--- config.mk ---
export PLATFORM = sky130hd
export DESIGN_NAME = rf_scoreboard_flat
export DESIGN_NICKNAME = d
export VERILOG_FILES = /design/src/rtl/rf_pkg.sv /design/src/rtl/rf_scoreboard_if.sv /design/src/rtl/rf_clr_seq.sv /design/src/rtl/rf_scoreboard.sv /design/src/flat_wrapper.sv
export SDC_FILE = /design/constraint.sdc
export NUM_CORES = 2
export LEC_CHECK = 0
export ABC_AREA = 0
export CORE_ASPECT_RATIO = 0.75
export CORE_UTILIZATION = 30
export DETAILED_ROUTE_END_ITERATION = 16
export GPL_TIMING_DRIVEN = 0
export PLACE_DENSITY = 0.42
export SLEW_MARGIN = 10
export SYNTH_ARGS = -nofsm -noshare
export SYNTH_HDL_FRONTEND = slang
export SYNTH_SLANG_ARGS = --single-unit
--- constraint.sdc ---
create_clock -name clk -period 3.8 [get_ports clk]
set_clock_uncertainty 0.1 [all_clocks]
set_input_delay 0.38 -clock clk [delete_from_list [all_inputs] [get_ports clk]]
set_output_delay 0.38 -clock clk [all_outputs]
set_load 0.005 [all_outputs]
--- src/rtl/rf_pkg.sv ---
// Shared constants, clear-sequencer state type and index-width helper
// for the pipelined register file with scoreboard.
package rf_pkg;

  localparam int XLEN_DEF = 32;
  localparam int NREG_DEF = 32;

  typedef enum logic {
    IDLE,
    CLEAR
  } rf_clr_state_t;

  function automatic int idx_width(input int nreg);
    return (nreg > 1) ? $clog2(nreg) : 1;
  endfunction

endpackage

--- src/rtl/rf_scoreboard_if.sv ---
// Decode/writeback-facing bus of the register file: read, write, reserve and clear.
interface rf_scoreboard_if
  import rf_pkg::*;
#(
  parameter int XLEN = XLEN_DEF,
  parameter int NREG = NREG_DEF
);

  localparam int AW = idx_width(NREG);

  logic [AW-1:0]   rR1;
  logic [AW-1:0]   rR2;
  logic [XLEN-1:0] rD1;
  logic [XLEN-1:0] rD2;
  logic            rf_we;
  logic [AW-1:0]   wR;
  logic [XLEN-1:0] wD;
  logic            rsv_en;
  logic [AW-1:0]   rsv_r;
  logic            hazard;
  logic [AW:0]     busy_cnt;
  logic            clr_req;
  logic            clr_busy;

  modport master (
    output rR1, rR2, rf_we, wR, wD, rsv_en, rsv_r, clr_req,
    input  rD1, rD2, hazard, busy_cnt, clr_busy
  );

  modport slave (
    input  rR1, rR2, rf_we, wR, wD, rsv_en, rsv_r, clr_req,
    output rD1, rD2, hazard, busy_cnt, clr_busy
  );

endinterface

--- src/rtl/rf_clr_seq.sv ---
// Clear sequencer: on request, walks idx from 1 to NREG-1 issuing one
// zeroing write per cycle while clr_busy_o is high.
module rf_clr_seq
  import rf_pkg::*;
#(
  parameter  int NREG = NREG_DEF,
  localparam int AW   = idx_width(NREG)
) (
  input  logic          clk,
  input  logic          rst_n,
  input  logic          clr_req_i,
  output logic          clr_busy_o,
  output logic          clr_we_o,
  output logic [AW-1:0] clr_idx_o,
  output logic          clr_start_o
);

  localparam logic [AW-1:0] IDX_FIRST = AW'(1);
  localparam logic [AW-1:0] IDX_LAST  = AW'(NREG - 1);

  rf_clr_state_t state_q;
  logic [AW-1:0] idx_q;
  logic          busy_q;

  // NOTE: sequential state uses <= so every flop samples pre-edge values
  // regardless of statement order.
  always_ff @(posedge clk or negedge rst_n) begin
    if (!rst_n) begin
      state_q <= IDLE;
      idx_q   <= '0;
      busy_q  <= 1'b0;
    end else begin
      case (state_q)
        IDLE: begin
          if (clr_req_i) begin
            state_q <= CLEAR;
            idx_q   <= IDX_FIRST;
            busy_q  <= 1'b1;
          end
        end
        CLEAR: begin
          if (idx_q == IDX_LAST) begin
            state_q <= IDLE;
            idx_q   <= '0;
            busy_q  <= 1'b0;
          end else begin
            idx_q <= idx_q + IDX_FIRST;
          end
        end
        default: state_q <= IDLE;
      endcase
    end
  end

  // clr_start is the accept strobe: the top wipes the scoreboard on this edge.
  assign clr_start_o = (state_q == IDLE) && clr_req_i;
  assign clr_busy_o  = busy_q;
  assign clr_we_o    = busy_q;
  assign clr_idx_o   = idx_q;

endmodule

--- src/rtl/rf_scoreboard.sv ---
// Register file with two combinational read ports, one write port, write-to-read
// bypass, per-register busy scoreboard with hazard detection, and a clear sequencer.
module rf_scoreboard
  import rf_pkg::*;
#(
  parameter  int XLEN   = XLEN_DEF,
  parameter  int NREG   = NREG_DEF,
  parameter  int BYPASS = 1,
  localparam int AW     = idx_width(NREG)
) (
  input logic            clk,
  input logic            rst_n,
  rf_scoreboard_if.slave rf
);

  localparam bit          BYP_EN  = (BYPASS != 0);
  localparam logic [AW:0] CNT_ONE = (AW + 1)'(1);

  logic [XLEN-1:0] regs_q [NREG];
  logic [NREG-1:0] busy_q, busy_d;
  logic [AW:0]     cnt_q, cnt_d;

  logic          clr_busy, clr_we, clr_start;
  logic [AW-1:0] clr_idx;

  rf_clr_seq #(.NREG(NREG)) u_clr_seq (
    .clk         (clk),
    .rst_n       (rst_n),
    .clr_req_i   (rf.clr_req),
    .clr_busy_o  (clr_busy),
    .clr_we_o    (clr_we),
    .clr_idx_o   (clr_idx),
    .clr_start_o (clr_start)
  );

  logic idle, we_ok, rsv_ok;
  assign idle   = !clr_busy;
  assign we_ok  = idle && !rf.clr_req && rf.rf_we  && (rf.wR    != '0);
  assign rsv_ok = idle && !rf.clr_req && rf.rsv_en && (rf.rsv_r != '0);

  // Bypass match is used by hazard even without forwarding; data forwarding
  // is additionally suppressed during reset and while clearing.
  logic byp1, byp2, fwd1, fwd2;
  assign byp1 = BYP_EN && rf.rf_we && (rf.wR == rf.rR1);
  assign byp2 = BYP_EN && rf.rf_we && (rf.wR == rf.rR2);
  assign fwd1 = byp1 && idle && rst_n;
  assign fwd2 = byp2 && idle && rst_n;

  assign rf.rD1 = (rf.rR1 == '0) ? '0 : (fwd1 ? rf.wD : regs_q[rf.rR1]);
  assign rf.rD2 = (rf.rR2 == '0) ? '0 : (fwd2 ? rf.wD : regs_q[rf.rR2]);

  assign rf.hazard = clr_busy
                   || ((rf.rR1 != '0) && busy_q[rf.rR1] && !byp1)
                   || ((rf.rR2 != '0) && busy_q[rf.rR2] && !byp2);

  assign rf.busy_cnt = cnt_q;
  assign rf.clr_busy = clr_busy;

  // NOTE: every always_comb output is given a default first so no latch is inferred.
  always_comb begin
    busy_d = busy_q;
    cnt_d  = cnt_q;
    if (clr_start) begin
      busy_d = '0;
      cnt_d  = '0;
    end else begin
      if (rsv_ok && !busy_q[rf.rsv_r]) begin
        cnt_d = cnt_d + CNT_ONE;
      end
      if (we_ok && busy_q[rf.wR] && !(rsv_ok && (rf.rsv_r == rf.wR))) begin
        cnt_d = cnt_d - CNT_ONE;
      end
      // Release first, reserve second: a new producer overrides the release.
      if (we_ok)  busy_d[rf.wR]    = 1'b0;
      if (rsv_ok) busy_d[rf.rsv_r] = 1'b1;
    end
  end

  always_ff @(posedge clk or negedge rst_n) begin
    if (!rst_n) begin
      busy_q <= '0;
      cnt_q  <= '0;
    end else begin
      busy_q <= busy_d;
      cnt_q  <= cnt_d;
    end
  end

  // NOTE: the array is architecturally reset to zero, so it is built from
  // resettable flops rather than a RAM macro.
  always_ff @(posedge clk or negedge rst_n) begin
    if (!rst_n) begin
      for (int i = 0; i < NREG; i++) regs_q[i] <= '0;
    end else if (clr_we) begin
      regs_q[clr_idx] <= '0;
    end else if (we_ok) begin
      regs_q[rf.wR] <= rf.wD;
    end
  end

endmodule

--- src/flat_wrapper.sv ---
// flat-port wrapper written by rule: the top's interface ports become plain ports
module rf_scoreboard_flat import rf_pkg::*;
#(
  parameter  int XLEN   = XLEN_DEF,
  parameter  int NREG   = NREG_DEF,
  parameter  int BYPASS = 1,
  localparam int AW     = idx_width(NREG)
)
  (clk, rst_n, rf_rR1, rf_rR2, rf_rf_we, rf_wR, rf_wD, rf_rsv_en, rf_rsv_r, rf_clr_req, rf_rD1, rf_rD2, rf_hazard, rf_busy_cnt, rf_clr_busy);
  rf_scoreboard_if #(.XLEN(XLEN), .NREG(NREG)) rf_i ();
  input logic clk;
  input logic rst_n;
  input wire logic [$bits(rf_i.rR1)-1:0] rf_rR1;
  input wire logic [$bits(rf_i.rR2)-1:0] rf_rR2;
  input wire logic [$bits(rf_i.rf_we)-1:0] rf_rf_we;
  input wire logic [$bits(rf_i.wR)-1:0] rf_wR;
  input wire logic [$bits(rf_i.wD)-1:0] rf_wD;
  input wire logic [$bits(rf_i.rsv_en)-1:0] rf_rsv_en;
  input wire logic [$bits(rf_i.rsv_r)-1:0] rf_rsv_r;
  input wire logic [$bits(rf_i.clr_req)-1:0] rf_clr_req;
  output wire logic [$bits(rf_i.rD1)-1:0] rf_rD1;
  output wire logic [$bits(rf_i.rD2)-1:0] rf_rD2;
  output wire logic [$bits(rf_i.hazard)-1:0] rf_hazard;
  output wire logic [$bits(rf_i.busy_cnt)-1:0] rf_busy_cnt;
  output wire logic [$bits(rf_i.clr_busy)-1:0] rf_clr_busy;
  assign rf_i.rR1 = rf_rR1;
  assign rf_i.rR2 = rf_rR2;
  assign rf_i.rf_we = rf_rf_we;
  assign rf_i.wR = rf_wR;
  assign rf_i.wD = rf_wD;
  assign rf_i.rsv_en = rf_rsv_en;
  assign rf_i.rsv_r = rf_rsv_r;
  assign rf_i.clr_req = rf_clr_req;
  assign rf_rD1 = rf_i.rD1;
  assign rf_rD2 = rf_i.rD2;
  assign rf_hazard = rf_i.hazard;
  assign rf_busy_cnt = rf_i.busy_cnt;
  assign rf_clr_busy = rf_i.clr_busy;
  rf_scoreboard #(.XLEN(XLEN), .NREG(NREG), .BYPASS(BYPASS)) u_core (.clk(clk), .rst_n(rst_n), .rf(rf_i));
endmodule
# Word level (Yosys, flattened, before mapping)
# Index checks and enable logic that the tools add are counted.
# W data, S select, Z words.
# classes
addsub	3
mul	0
n_div	0
n_lt_le_gt_ge	12
n_eq_ne	6
n_shift	0
n_mux	46
n_bitwise	10
reduce_logical	40
# ops
cell	n
$mux W1024	2
$and A1024 B1024 Y1024	1
$bwmux W1024	1
$not A1024 Y1024	1
$mux W32	14
$bmux W32 S5	2
$demux W32 S5	2
$and A32 B32 Y32	1
$not A32 Y32	1
$or A32 B32 Y32	1
$ge A6 B6 Y1 const B	4
$logic_and A1 B1 Y1	24
$lt A5 B6 Y1 const B	4
$mux W6	4
$not A5 Y6	4
$bmux W1 S5	4
$reduce_bool A5 Y1	4
$eq A5 B5 Y1	3
$lt A6 B1 Y1 const B	2
$demux W1 S5	2
$ge A5 B1 Y1 const B	2
$logic_not A5 Y1	2
$mux W1	10
$mux W5	2
13 further kinds	20
# word_totals
register_bits	1069
latch_bits	0
ram_bits	0
rom_bits	0
input_bits	57
output_inout_bits	72
word_cells	154
n_memories	0

# Logic depth before layout (Yosys ltp)
# logic_depth
ltp_word	11
depth_mapped	13
depth_no_buf	9

# Hierarchy
# From an unflattened synthesis, not the netlist that was laid out.
# hier_totals
hier_cells	3857
area_unflattened_um2	56286.5
# modules_own_cells
module	instances	cells_each	area_each_um2	seq_area_each_um2
rf_scoreboard	1	3824	55927.4	26575.5
rf_clr_seq	1	33	359.1	175.2

# Least setup slack after synthesis
# OpenSTA, ideal clock, no wires.
# synth_timing
kind	input to output
from	input port rf_rR1[0]
to	output port rf_hazard
arrival_ps	2297
t_required_ps	3320
slack_ps	1023
stages	7
path_buffers	2
cell_sequence	clkbuf_1 -> buf_2 -> mux4_2 -> mux4_2 -> mux2_2 -> a31oi_1 -> o31ai_1
# synth_via
elab_chain_cells	6
elab_cells_between_ends	10
cone_classes	1 x eq/ne; 2 x mux; 7 x reduce/logical
# synth_rtl
item	line	text
from (decl)	flat_wrapper.sv:13	input wire logic [$bits(rf_i.rR1)-1:0] rf_rR1;
$bmux W1 S5 / $eq A5 B5 Y1 (equally long branches)	rf_scoreboard.sv:53, rf_scoreboard.sv:44	
$mux W1 (implied by the code) / $logic_and A1 B1 Y1 (equally long branches)	rf_scoreboard.sv:53, rf_scoreboard.sv:44	
$logic_and A1 B1 Y1 / $logic_not A1 Y1 (equally long branches)	rf_scoreboard.sv:53	|| ((rf.rR1 != '0) && busy_q[rf.rR1] && !byp1)
$logic_and A1 B1 Y1 (*)	rf_scoreboard.sv:53	
$logic_or A1 B1 Y1 (*)	rf_scoreboard.sv:53	
$logic_or A1 B1 Y1 (*)	rf_scoreboard.sv:54	|| ((rf.rR2 != '0) && busy_q[rf.rR2] && !byp2);
to (decl)	flat_wrapper.sv:23	output wire logic [$bits(rf_i.hazard)-1:0] rf_hazard;
# Mark *: on every way between the ends. The rest lies on a longest branch, timed or not. The select of a mux whose other input is x is not followed.

# Final worst setup path
# layout_timing
from	register u_core.u_clr_seq.busy_q (netlist: u_core.u_clr_seq.clr_busy_o)
to	register u_core.regs_q[955] (netlist name)
# layout_via
elab_chain_cells	5
elab_cells_between_ends	6
cone_classes	1 x mux; 5 x reduce/logical
# layout_rtl
item	line	text
from (decl)	rf_clr_seq.sv:23	logic busy_q;
from (signal assigned)	rf_clr_seq.sv:31	busy_q <= 1'b0;
from (signal assigned)	rf_clr_seq.sv:38	busy_q <= 1'b1;
from (signal assigned)	rf_clr_seq.sv:45	busy_q <= 1'b0;
$logic_not A1 Y1	rf_scoreboard.sv:37	assign idle = !clr_busy;
$logic_and A1 B1 Y1 (3 in a row)	rf_scoreboard.sv:38	assign we_ok = idle && !rf.clr_req && rf.rf_we && (rf.wR != '0);
$reduce_bool A2 Y1 (no line)	--	
to (signal, indexed assignment)	rf_scoreboard.sv:97	regs_q[rf.wR] <= rf.wD;
to (decl)	rf_scoreboard.sv:19	logic [XLEN-1:0] regs_q [NREG];
# Several ways; a longest one is shown, not always the timed one.
# A chain may end at the register's enable or synchronous reset.

==> results.toml <==
[status]
run_status = "finished with violations"
violations = "negative hold slack, negative setup slack"

[finish]
num-nets-final = 4209
mostFrequentLayoutCells = "dfrtp_1, a22o_1, mux4_2, clkbuf_1, clkbuf_16"
final_core_util_pct = 35.91
mostFrequentLayoutCell = "dfrtp_1"
syn_to_final_growth_pct = 18.60
drive_gt1_share_pct = 28.06
fillers = 17920

[route]
route.detailed.drc = 0
routedWlPerCell_um = 37.73
vias = 42790
drt_iter0_drc = 5303
viasPerCell = 6.351
wirelength_mm = 254.2
drtPass1Iterations = 6
final_antenna_net_count = 0

[worst_setup_path]
critPathKind = "reg -> reg"
rr_worst_depth = 7
cp.required_ns = 4.37
crit_path_start_kind = "flip-flop"
regToRegStartpoint = "u_core.u_clr_seq.clr_busy_o"
crit_path_end_kind = "flip-flop"
r2r-end = "u_core.regs_q[955]"
worstPathMaxFanout = 11
reg2reg_slack_ns = -0.17
critPathArrivalTime_ns = 4.54

[clocking]
clockRootBuffer = "clkbuf_16"
cts_tree = "yes"
clock_sinks = 1069
numCtsBuffers = 114
clockBufferDepth = 3
clk_latency_ns = 0.78
clk_pin_slew_ns = 0.07
cts_htree_levels = 3

[run]
drv_cap = 0

[global_route]
grt.total_usage_pct = 26.80
grt_pass1_vias = 41830
grt_max_degree = 145
antenna_found_initial = 4
grt_first_pass_wirelength_mm = 353.3
grt_overflow = 0

[die]
io_pins = 129
fp.dieArea_mm2 = 0.1900
initial_core_util_pct = 30.28
rows = 137
placeableCoreArea_mm2 = 0.1865
die_x_um = 503.0
fp.dieH_um = 377.8

[timing]
slew_violations = 0
period_minus_slack_ns = 3.970
setup_slack_ns = -0.1699
worst_slew_pin_slew_ns = 1.393
relSlewSlack_pct = 6.786
setup_violations = 79
rsz0062_at_grt = "true"
finalHoldViolCount = 6
hold_slack_ns = -0.01941
max_clock_freq_mhz = 251.9
finalCritPeriodShare_pct = 104.5

[pwr]
power_switching_mw = 11.14
clock_power_share_pct = 33.6
leakagePower_nw = 28.30
combPwrFrac_pct = 24.1
switching_share_pct = 31.25
power_density_mw_per_mm2 = 531.9
p_int_mw = 24.49
ir_drop_uv = 398.7
seq_power_share_pct = 42.3

[yosys]
netlist_area_mm2 = 0.05648
syn_inst = 3866
synth_edf_count = 0
synth_cell_types = 60
syn_avg_cell_area_um2 = 14.61
synth_nets = 3930
ys.flop_type = "dfrtp_1"
ys_ff_latch = 1069
synth_warnings = 0
synth-async-reset-ratio_pct = 100.0
ys_seq_area_share_pct = 47.37

[placed_design]
place.gp.congestion = 0.8944
hpwl_mm = 182.9
io_buffers = 86

[worst_hold_path]
hold_path.class = "in -> async"
## critical path, cell delays in order (launching register included)
cell and delay, ns:
dfrtp_2 0.51, nor2_1 0.20, and2_1 0.30, nand3b_1 0.33, nor2_1 0.92, a21oi_1 0.55
clkbuf_1 0.60, a22o_1 0.36
## registers in the layout, summed over array words and instances, names as in the netlist
| register | cells |
|---|---|
| u_core.u_clr_seq.clr_busy_o | 1 |
| u_core.rf.busy_cnt | 6 |
| u_core.u_clr_seq.state_q | 1 |
| u_core.regs_q | 1024 |
| u_core.u_clr_seq.clr_idx_o | 5 |
| u_core.busy_q | 32 |
## synthesized netlist by cell type, types with 3 or more instances
master / number / area, µm²
nor2b_1: 6 / 37.54
a21oi_1: 65 / 325.3
nand2_1: 40 / 150.1
mux2i_1: 95 / 950.9
and2b_2: 3 / 26.28
buf_1: 46 / 172.7
nor2_1: 114 / 427.9
nor3_1: 9 / 45.04
and2_1: 35 / 219.0
and3b_1: 3 / 26.28
ha_1: 7 / 87.58
nand3_1: 17 / 85.08
or2_2: 4 / 25.02
and2_2: 4 / 30.03
and3_1: 4 / 25.02
nand4_1: 3 / 18.77
mux2_2: 9 / 101.4
clkbuf_8: 4 / 55.05
a22o_1: 994 / 8706
xor2_1: 14 / 122.6
clkbuf_1: 392 / 1471
a211oi_1: 67 / 503.0
nand2b_1: 7 / 43.79
o221ai_1: 8 / 70.07
dfrtp_1: 1069 / 26750
buf_2: 77 / 385.4
nor4_1: 7 / 43.79
inv_1: 11 / 41.29
a32oi_1: 3 / 26.28
nand3b_1: 4 / 30.03
nor3b_1: 6 / 45.04
o21ai_0: 32 / 160.2
xnor2_1: 8 / 70.07
o21a_1: 4 / 30.03
buf_6: 3 / 33.78
mux4_2: 658 / 14820
## area by class of cell
class | instances | area, µm² | area share [%]
inverters | 11 | 41.29 | 0.06165
repair buffers | 165 | 2147 | 3.206
diodes | 2 | 5.005 | 0.007472
multi-input cells | 2260 | 28060 | 41.90
well taps | 2502 | 3131 | 4.674
clock buffers | 178 | 3438 | 5.133
flip-flops and latches | 1069 | 26760 | 39.95
plain buffers | 524 | 3007 | 4.489
clock inverters | 27 | 391.6 | 0.5847
## metrics by stage
stage	std cells	TNS [ns]	total power, mW	area (µm²)	setup WS (ns)
2_1_floorplan	3866	0	19.94	56480	1.023
3_3_place_gp	6454	-	23.25	60470	-50.69
3_5_place_dp	6464	-562.91	23.32	60780	-2.236
4_1_cts	6734	-0.02148	35.58	66770	-0.01096
5_1_grt	6737	-2.994	36.88	66980	-0.1033
6_report	6738	-5.026	35.63	66980	-0.1699
## routing by layer
| metal | up-vias | routed length, µm | global-route usage [%] |
|---|---|---|---|
| li1 | 16360 | - | - |
| met1 | 23560 | 119200 | 41.95 |
| met2 | 2468 | 102000 | 35.33 |
| met3 | 402 | 23100 | 6.367 |
| met4 | 0 | 9949 | 9.145 |
| met5 | - | 0 | 0 |
## cell families after synthesis
logic type / synth area share (%)
compound gates: 17.59
xor+xnor: 0.3412
fa+ha+maj: 0.1551
buf+inv: 3.881
flops: 47.37
mux: 28.16
simple gates: 2.508
## repair_timing
action,CTS,global route
resized for setup,398,71
buffers inserted,7,1
hold buffers,51,1
gates cloned,9,0
endpoints found under the hold margin,238,1
endpoints found under the setup margin,684,229
pin swaps,4,5
## worst max path at each step
| stage | from | endpoint | slack [ns] | depth (start not counted) |
|---|---|---|---|---|
| floorplan | rf_rR1[0] | rf_hazard | 1.02 | 7 |
| global placement | rst_n | u_core.regs_q[551] | -50.69 | 1 |
| detailed placement | rst_n | rf_rD1[20] | -2.24 | 10 |
| CTS | rf_rR1[1] | rf_rD1[20] | -0.01 | 10 |
| global route | u_core.u_clr_seq.clr_busy_o | u_core.regs_q[567] | -0.10 | 7 |
| finish | u_core.u_clr_seq.clr_busy_o | u_core.regs_q[955] | -0.17 | 7 |
## power groups by stage
stage               registers (mW)  clock network [mW]  logic (mW)
floorplan                     14.6                   0        5.38
global placement              15.2                   0        8.01
detailed placement            15.1                   0        8.18
CTS                           15.0                12.1        8.51
global route                  15.3                12.5        9.05
finish                        15.1                12.0        8.58
Power figures use the tool's default switching activity.
